**src/rtl/div_unit.sv**
```systemverilog
// Multi-cycle signed 32-bit restoring divider for MIPS div: quotient to lo, remainder to hi.
// Start/done handshake: start is honoured only when idle; done pulses one cycle when hi/lo update or divide-by-zero is flagged.
module div_unit (
    input  logic        clock,
    input  logic        reset,
    input  logic        start,
    input  logic [31:0] a,
    input  logic [31:0] b,
    output logic [31:0] hi,
    output logic [31:0] lo,
    output logic        busy,
    output logic        done,
    output logic        div_zero,
    output logic [1:0]  dbg_state
);

    typedef enum logic [1:0] {
        IDLE = 2'd0,
        CALC = 2'd1,
        FIN  = 2'd2
    } state_t;

    state_t      r_state, w_state_nxt;
    logic [31:0] r_q, w_q_nxt;
    logic [31:0] r_div, w_div_nxt;
    logic [32:0] r_rem, w_rem_nxt;
    logic [4:0]  r_cnt, w_cnt_nxt;
    logic        r_sign_q, w_sign_q_nxt;
    logic        r_sign_r, w_sign_r_nxt;
    logic [31:0] r_hi, w_hi_nxt;
    logic [31:0] r_lo, w_lo_nxt;
    logic        r_busy, w_busy_nxt;
    logic        r_done, w_done_nxt;
    logic        r_div_zero, w_div_zero_nxt;

    logic [31:0] w_abs_a, w_abs_b;
    logic [32:0] w_shift_rem, w_sub;
    logic        w_ge;

    // Magnitudes stay 32-bit unsigned so |0x80000000| is exact.
    assign w_abs_a     = a[31] ? (~a + 32'd1) : a;
    assign w_abs_b     = b[31] ? (~b + 32'd1) : b;
    assign w_shift_rem = {r_rem[31:0], r_q[31]};
    assign w_sub       = w_shift_rem - {1'b0, r_div};
    assign w_ge        = (w_shift_rem >= {1'b0, r_div});

    always_ff @(posedge clock or negedge reset) begin
        if (!reset) begin
            r_state    <= IDLE;
            r_q        <= '0;
            r_div      <= '0;
            r_rem      <= '0;
            r_cnt      <= '0;
            r_sign_q   <= 1'b0;
            r_sign_r   <= 1'b0;
            r_hi       <= '0;
            r_lo       <= '0;
            r_busy     <= 1'b0;
            r_done     <= 1'b0;
            r_div_zero <= 1'b0;
        end else begin
            r_state    <= w_state_nxt;
            r_q        <= w_q_nxt;
            r_div      <= w_div_nxt;
            r_rem      <= w_rem_nxt;
            r_cnt      <= w_cnt_nxt;
            r_sign_q   <= w_sign_q_nxt;
            r_sign_r   <= w_sign_r_nxt;
            r_hi       <= w_hi_nxt;
            r_lo       <= w_lo_nxt;
            r_busy     <= w_busy_nxt;
            r_done     <= w_done_nxt;
            r_div_zero <= w_div_zero_nxt;
        end
    end

    always_comb begin
        w_state_nxt    = r_state;
        w_q_nxt        = r_q;
        w_div_nxt      = r_div;
        w_rem_nxt      = r_rem;
        w_cnt_nxt      = r_cnt;
        w_sign_q_nxt   = r_sign_q;
        w_sign_r_nxt   = r_sign_r;
        w_hi_nxt       = r_hi;
        w_lo_nxt       = r_lo;
        w_busy_nxt     = r_busy;
        w_done_nxt     = 1'b0;
        w_div_zero_nxt = r_div_zero;
        case (r_state)
            IDLE: begin
                if (start) begin
                    if (b == 32'd0) begin
                        w_div_zero_nxt = 1'b1;
                        w_done_nxt     = 1'b1;
                    end else begin
                        w_q_nxt        = w_abs_a;
                        w_div_nxt      = w_abs_b;
                        w_sign_q_nxt   = a[31] ^ b[31];
                        w_sign_r_nxt   = a[31];
                        w_rem_nxt      = '0;
                        w_cnt_nxt      = '0;
                        w_div_zero_nxt = 1'b0;
                        w_busy_nxt     = 1'b1;
                        w_state_nxt    = CALC;
                    end
                end
            end
            CALC: begin
                w_rem_nxt = w_ge ? w_sub : w_shift_rem;
                w_q_nxt   = {r_q[30:0], w_ge};
                w_cnt_nxt = r_cnt + 5'd1;
                if (r_cnt == 5'd31) begin
                    w_state_nxt = FIN;
                end
            end
            FIN: begin
                w_lo_nxt    = r_sign_q ? (~r_q + 32'd1) : r_q;
                w_hi_nxt    = r_sign_r ? (~r_rem[31:0] + 32'd1) : r_rem[31:0];
                w_done_nxt  = 1'b1;
                w_busy_nxt  = 1'b0;
                w_state_nxt = IDLE;
            end
            default: begin
                w_state_nxt = IDLE;
            end
        endcase
    end

    assign hi        = r_hi;
    assign lo        = r_lo;
    assign busy      = r_busy;
    assign done      = r_done;
    assign div_zero  = r_div_zero;
    assign dbg_state = r_state;

endmodule

```
**config.mk**
```make
export PLATFORM = sky130hd
export DESIGN_NAME = div_unit
export DESIGN_NICKNAME = d
export VERILOG_FILES = /design/src/rtl/div_unit.sv
export SDC_FILE = /design/constraint.sdc
export NUM_CORES = 1
export LEC_CHECK = 0
export CAP_MARGIN = 20
export CORE_ASPECT_RATIO = 1.25
export CORE_UTILIZATION = 57
export DETAILED_ROUTE_END_ITERATION = 8
export PLACE_DENSITY = 0.89
export SYNTH_ARGS = -nofsm -noshare
export SYNTH_HDL_FRONTEND = slang
export SYNTH_SLANG_ARGS = --single-unit
```
**constraint.sdc**
```tcl
create_clock -name clock -period 4.05 [get_ports clock]
set_input_delay 1.215 -clock clock [delete_from_list [all_inputs] [get_ports clock]]
set_output_delay 1.215 -clock clock [all_outputs]
set_load 0.005 [all_outputs]
```
Word level (Yosys, flattened, before mapping)
Cells that the tools add are included.
Cells by class
  bitwise operators: 6
  multiplexer cells: 24
  add/sub/neg operators: 6
  equal/unequal tests: 6
  reduce and logical (&&, ||, !) cells: 9
  order comparisons: 1
Operators with widths (number)
  $mux 32: 9
  $add 32x1->32 const B: 4
  $not 32->32: 4
  $pmux 32 s2: 2
  $ge 33x32->1: 1
  $logic_not 32->1: 1
  $sub 32x32->32: 1
  $reduce_and 3->1: 4
  $mux 5: 2
  $pmux 5 s2: 1
  $mux 2: 3
  $ne 2x2->1 const B: 3
  $add 5x1->5 const B: 1
  $eq 5x5->1 const B: 1
  $mux 1: 4
  $pmux 1 s2: 2
  $pmux 2 s2: 1
  $reduce_bool 2->1: 2
  $eq 2x1->1 const B: 1
  $eq 2x2->1 const B: 1
  $logic_not 2->1: 1
  $reduce_and 2->1: 1
  $not 1->1: 1
  $xor 1x1->1: 1
Word-level totals
  flip-flop bits (word level): 172
  logic and storage cells: 64

Longest topological paths before layout
Gate-level depths: netlist (run 1).
  word-level depth: 6
  gate-level depth with buffers: 13

Least setup slack after synthesis (run 1)
Ideal clock, no wire load.
  path kind: input -> register
  start: input b[3]
  end: register r_q[12]
  buffers on the path: 3
  required time: 3.924 ns
  setup slack: 0.044 ns
  stages: 11
  setup time: 0.126 ns
  arrival time: 3.880 ns
  cell sequence: or3_1 -> or3b_2 -> or3b_1 -> or2_1 -> clkbuf_1 -> nor2_1 -> or3_1 -> buf_2 -> buf_2 -> nor2_1 -> a221o_1
Between the ends
  longest elaborated chain between the ends: 3
Ends and longest elaborated chain
  start, declared: RTL line 8  | input logic [31:0] b,
  $logic_not 32->1: RTL line 93  | if (b == 32'd0) begin
  $ne 2x2->1 (no line)
  $reduce_and 3->1 (no line)
  end signal, assigned: RTL line 63  | r_q <= w_q_nxt;
  end, declared: RTL line 24  | logic [31:0] r_q, w_q_nxt;
No other way between the ends.
A chain may end at the register's enable or synchronous reset.

Worst setup path after layout (run 1)
  start: input a[10]
  end: register r_q[25]
Between the ends
  longest elaborated chain between the ends: 6
Ends and longest elaborated chain
  start, declared: RTL line 7  | input logic [31:0] a,
  $not 32->32: RTL line 41  | assign w_abs_a = a[31] ? (~a + 32'd1) : a;
  $add 32x1->32: RTL line 41
  $mux 32: RTL line 41
  $mux 32: RTL line 93
  $mux 32: RTL line 92  | if (start) begin
  $pmux 32 s2: RTL line 90  | case (r_state)
No other way between the ends. The select of a mux whose other input is x is not followed.

==> flow_summary.yaml, run 1 <==
logic_synthesis:
  ys_types: 68
  synth_sequential_area_ratio: 0.3933
  syn-mean-instance-area_um2: 8.797
  post_synth_inst_count: 1244
  postSynthRegisterBits: 172
  ys.flop_type: "dfrtp_1"
  synth.net_count: 1350
  synth-edff-count: 0
  synth_area_um2: 10940
  synthesis_warnings: 0
  postSynth.asyncResetShare: 1.000
timing:
  final.hold.worst_slack_ns: 0.4785
  max_freq_mhz: 249.3
  finalSetupTns_ns: 0
  setup_violations: 0
  hold_viol: 0
  timing_max_transition_violations_final: 0
  final.min_clock_period_ns: 4.011
  relSlewSlack: 0.3135
  skew_ns: 0.009391
  period_utilization: 0.9903
  worst_slew_pin_slew_ns: 1.030
global_route:
  grt_antenna_before_repair: 0
  groute.usage.overall: 0.2959
  grt_overflow: 0
  first_global_vias: 9704
  pin_count_of_the_biggest_net_entering_global_routing: 130
  grt_first_pass_wirelength_um: 46640
layout:
  area_delta_synth_final_pct: 25.05
  drive_above_1_share: 0.1064
  nets_final: 1523
  filler_cell_count: 1362
  num_antenna_cells: 0
  layout_commonest_cell: "o21ai_0"
  final_design_area_no_fill_um2: 13680
  final_cell_count_no_fill: 1661
  layout_common_cells: "188 x o21ai_0, 184 x nand2_1, 172 x dfrtp_1, 134 x clkdlybuf4s50_1, 94 x xor2_1"
setup_path:
  crit_required_ns: 4.36
  setup.worst_path.start_class: "input port"
  worst_ep_arrival_time_ns: 4.32
  crit_fanout: 3
  critPathKind: "in2reg"
  critical_path.endpoint_type: "flop"
placement:
  placed_cells_incl_taps: 1629
  post-dp-hpwl_um: 21530
  gp_congestion: 0.9150
  placed_area_um2: 12980
  io_buffers: 135
cts:
  cts_tree: "done"
  cts_inserted_buffers: 17
  htree_levels: 4
  postCtsSetupBuffers: 0
  cts_sinks: 172
  hold_buffers: 0
  ctsLongestPathBuffers: 2
  clock_latency_ns: 0.44
  clock_root_buffer: "clkbuf_16"
  clock_transition_time_at_the_flip_flop_clock_pins_of_the_worst_setup_and_hold_paths_ns: 0.07
route:
  ant_nets: 0
  drt_iter0_markers: 1173
  dr_vias_cell: 6.169
  routed_wirelength_um: 29880
  detail_route.wl_per_cell_um: 17.99
  drc: 0
  drt-pass1-iter-count: 6
  vias: 10250
die:
  floorplan.die_area_um2: 19760
  die_height_um: 156.9
  die_width_um: 125.9
  top_level_ports: 136
  floorplan.initialDensity: 0.5828
  placeableCoreArea_um2: 18780
  num_rows: 56
power_and_ir_drop:
  power.density_nw_per_um2: 791.3
  leakage_power_figure_nw: 5.909
  ir_worst_vdd_uv: 433.7
  finalPower_mw: 10.83
run:
  maxCapViolations: 0
min_path:
  worstHoldPathType: "reg2reg"
outcome:
  status: "complete, no violations"
[power by group]
part | leakage (nW) | internal (mW) | switching (mW)
combinational | 3.43 | 2.69 | 3.41
sequential | 2.21 | 2.34 | 0.799
clock | 0.264 | 0.880 | 0.704
total | 5.91 | 5.91 | 4.91
[cell type report]
| type | instances | area (um^2) | share of cell area |
|---|---|---|---|
| clock buffers | 19 | 452.9 | 0.03310 |
| clock inverters | 12 | 116.4 | 0.008503 |
| inverters | 61 | 229.0 | 0.01673 |
| multi-input cells | 946 | 6235 | 0.4556 |
| flip-flops and latches | 172 | 4304 | 0.3145 |
| well taps | 232 | 290.3 | 0.02121 |
| repair buffers | 219 | 2057 | 0.1503 |
[stage by stage]
step / util / worst slack [ns]
6_report: 0.7287 / 0.03913
5_1_grt: 0.7287 / -0.02214
4_1_cts: 0.7229 / 0.006632
3_5_place_dp: 0.6912 / -0.5287
3_3_place_gp: 0.6912 / -0.4969
2_1_floorplan: - / 0.04409
[kinds of logic (layout without fill, tap and decap cells)]
kind of cell,after synthesis,after routing,synth area share
fa+ha+maj,39,39,0.04528
simple gates,352,352,0.1539
xor+xnor,143,143,0.1145
compound gates,385,385,0.2206
mux,27,27,0.02493
buf+inv,126,311,0.04756
flops,172,172,0.3933
[what timing repair did]
item                                    in CTS  in global routing
resized for setup                            5                 15
gates cloned                                 0                  0
pin swaps                                    0                  4
endpoints found under the setup margin       4                 59
[path summary, 6_finish.rpt]
| path | depth (start not counted) | slack (ns) | startpoint | endpoint |
|---|---|---|---|---|
| max in group asynchronous | 2 | 2.38 | reset | div_zero$_DFFE_PN0P_ |
| hold reg to reg | 2 | 0.48 | lo[31]$_DFFE_PN0P_ | lo[31]$_DFFE_PN0P_ |
| setup reg to reg | 8 | 0.40 | r_rem[6]$_DFFE_PN0P_ | hi[30]$_DFFE_PN0P_ |
| min in group asynchronous | 1 | 0.79 | reset | lo[30]$_DFFE_PN0P_ |
| hold / removal | 2 | 0.48 | lo[31]$_DFFE_PN0P_ | lo[31]$_DFFE_PN0P_ |
| setup / recovery | 10 | 0.04 | a[10] | r_q[25]$_DFFE_PN0P_ |
[critical path, stage by stage]
cell             delay [ns]
clkdlybuf4s50_1        0.44
or4_4                  0.54
or4_4                  0.46
or3_1                  0.37
or3_1                  0.41
or3_4                  0.40
buf_4                  0.16
nand2_1                0.08
xor2_1                 0.14
o21ai_0                0.10
[per-layer routing]
layer,part of all wire,vias up,track usage
met3,0.060,67,0.04249
met1,0.40,4923,0.3484
li1,-,4806,-
met2,0.52,451,0.5422
met5,0,-,0
met4,0.026,0,0.1170
[flip-flops by register name, summed over array words and instances, names as in the netlist]
name       flops
hi            32
lo            32
r_div         32
r_q           32
r_rem         32
r_cnt          5
dbg_state      2
busy           1
div_zero       1
done           1
r_sign_q       1
r_sign_r       1
[Yosys cell counts (all sizes together), types with 9 or more instances]
cell type | n | area share
a32oi | 9 | 0.0072
a221o | 11 | 0.010
nor2 | 41 | 0.014
buf | 14 | 0.0073
or3 | 24 | 0.014
a22oi | 12 | 0.0082
nor3 | 12 | 0.0055
o31ai | 34 | 0.024
a21oi | 42 | 0.019
o41ai | 20 | 0.017
ha | 38 | 0.043
clkbuf | 48 | 0.016
dfrtp | 172 | 0.39
nor4 | 11 | 0.0063
nand2b | 13 | 0.0074
mux2i | 25 | 0.023
or4 | 20 | 0.015
xor2 | 94 | 0.075
nand2 | 184 | 0.063
inv | 61 | 0.021
nand3 | 11 | 0.0050
a21o | 11 | 0.0075
o21ai | 191 | 0.087
xnor2 | 49 | 0.039
Note: power is estimated with default switching activity, not from simulation.
==> run 2: changes to the inputs <==
- CAP_MARGIN: 20 -> 15
- SKIP_CTS_REPAIR_TIMING: unset -> 1
==> run 2 against run 1 <==
  * The run now ends with setup timing left
  * Combinational power hardly changed
  * Critical path depth is 1 lower
  * Core utilization is 0.14 points lower
  * Via count is 0.38% higher
  * Routed wire length is 0.76% lower
  * Sequential cell count stayed put
  * Maximum frequency is 1.8% lower
  * Highest routed layer unchanged
  * Total power is 0.11% lower
==> flow_summary.yaml, run 2 (synthesized netlist as in run 1, its figures left out) <==
route:
  drt_iter0_markers: 1034
  ant_nets: 0
  detailroute.wirelength.met3_um: 1773
  detail_route.wl_per_cell_um: 17.85
  drt-pass1-iter-count: 6
  routed_wirelength_um: 29650
  vias: 10290
  maxUsedRoutingLayer: "met4"
  route.met2.wl_um: 15360
  routedLengthMet1_um: 11710
  dr_vias_cell: 6.193
  drc: 0
layout:
  layout_common_cells: "188 x o21ai_0, 184 x nand2_1, 172 x dfrtp_1, 134 x clkdlybuf4s50_1, 94 x xor2_1"
  filler_cell_count: 1375
  nets_final: 1523
  final_design_area_no_fill_um2: 13660
  num_antenna_cells: 0
  layout_commonest_cell: "o21ai_0"
  final_cell_count_no_fill: 1661
  drive_above_1_share: 0.1057
  area_delta_synth_final_pct: 24.81
  utilization: 0.7273
timing:
  skew_ns: 0.01232
  setup_violations: 1
  relSlewSlack: 0.3019
  hold_viol: 0
  worst_slack_ns: -0.03270
  final.min_clock_period_ns: 4.083
  period_utilization: 1.008
  timing_max_transition_violations_final: 0
  max_freq_mhz: 244.9
  worst_slew_pin_slew_ns: 1.041
  final.hold.worst_slack_ns: 0.4772
setup_path:
  crit_required_ns: 4.41
  setup.worst_path.start_class: "input port"
  crit_fanout: 3
  critical_path.reg2reg.startpoint: "r_rem[6]$_DFFE_PN0P_"
  critPathKind: "in2reg"
  worst_ep_arrival_time_ns: 4.45
  reg2reg_depth: 8
  timing.rr.end: "hi[30]$_DFFE_PN0P_"
  timing.reg2reg.setup_slack_ns: 0.40
  critical_path.endpoint_type: "flop"
cts:
  htree_levels: 4
  clock_latency_ns: 0.44
  cts_tree: "done"
  cts_sinks: 172
  clock_transition_time_at_the_flip_flop_clock_pins_of_the_worst_setup_and_hold_paths_ns: 0.06
  cts_inserted_buffers: 17
  ctsLongestPathBuffers: 2
  clock_root_buffer: "clkbuf_16"
outcome:
  violations_in_the_final_reports: "setup timing"
  status: "finished, violations left"
die:
  num_rows: 56
  top_level_ports: 136
  floorplan.initialDensity: 0.5828
  die_height_um: 156.9
  die_width_um: 125.9
  placeableCoreArea_um2: 18780
  floorplan.die_area_um2: 19760
placement:
  post-dp-hpwl_um: 21530
  placed_cells_incl_taps: 1629
  gp_congestion: 0.9150
  place_ws_ns: -0.5287
  placed_area_um2: 12980
  io_buffers: 135
power_and_ir_drop:
  ir_worst_vdd_uv: 431.2
  leakage_power_figure_nw: 5.907
  power.density_nw_per_um2: 792.0
min_path:
  min_to: "lo[31]$_DFFE_PN0P_"
  min_delay_path_depth: 2
  holdCritStartpoint: "lo[31]$_DFFE_PN0P_"
  worstHoldPathType: "reg2reg"
global_route:
  pin_count_of_the_biggest_net_entering_global_routing: 130
  groute.usage.overall: 0.2948
  grt_overflow: 0
  grt_antenna_before_repair: 0
  first_global_vias: 9663
  grt_first_pass_wirelength_um: 46480
run:
  maxCapViolations: 0
## run 2: cell counts in the layout (fill, tap and decap cells not counted)
No cell type changed its count.
## run 2: worst max-delay path: stages
cell             delay (ns)
clkdlybuf4s50_1        0.45
or4_4                  0.55
or4_4                  0.46
or3_4                  0.36
or3_1                  0.40
or3_4                  0.38
buf_4                  0.16
nor3_1                 0.30
a221o_1                0.17
## run 2: power breakdown
group	switching, mW	internal [mW]	total [mW]
logic	3.41	2.69	6.09
registers	0.796	2.34	3.14
clock network	0.703	0.880	1.58
total	4.90	5.91	10.8
## run 2: routing by layer
| layer | vias to the layer above | global-route usage |
|---|---|---|
| li1 | 4806 | - |
| met5 | - | 0 |
| met2 | 467 | 0.5396 |
| met1 | 4942 | 0.3473 |
| met3 | 71 | 0.04317 |
| met4 | 0 | 0.1165 |
## run 2: final cells by class
| type | count | area [um^2] | area share |
|---|---|---|---|
| clock inverters | 12 | 116.4 | 0.008520 |
| multi-input cells | 946 | 6208 | 0.4546 |
| repair buffers | 219 | 2057 | 0.1506 |
| well taps | 232 | 290.3 | 0.02125 |
| inverters | 61 | 229.0 | 0.01676 |
| flip-flops and latches | 172 | 4304 | 0.3151 |
| clock buffers | 19 | 452.9 | 0.03316 |
## run 2: per-stage QoR
| step | TNS (ns) | total power [mW] |
|---|---|---|
| after floorplan | 0 | 7.380 |
| after global placement | -19.35 | 8.764 |
| after detailed placement | -25.90 | 9.037 |
| after CTS | -0.2443 | 10.68 |
| after global routing | -0.2077 | 11.58 |
| final | -0.03270 | 10.82 |
## run 2: worst max-delay path by stage
stage                from             endpoint  slack (ns)  depth (start not counted)
detailed placement  a[10]  r_q[27]$_DFFE_PN0P_       -0.53                          9
global placement    a[10]  r_q[30]$_DFFE_PN0P_       -0.50                          9
finish              a[10]  r_q[31]$_DFFE_PN0P_       -0.03                          9
CTS                 a[10]  r_q[30]$_DFFE_PN0P_        -0.1                          9
floorplan            b[3]  r_q[12]$_DFFE_PN0P_        0.04                         11
global route        a[10]  r_q[30]$_DFFE_PN0P_       -0.05                          9
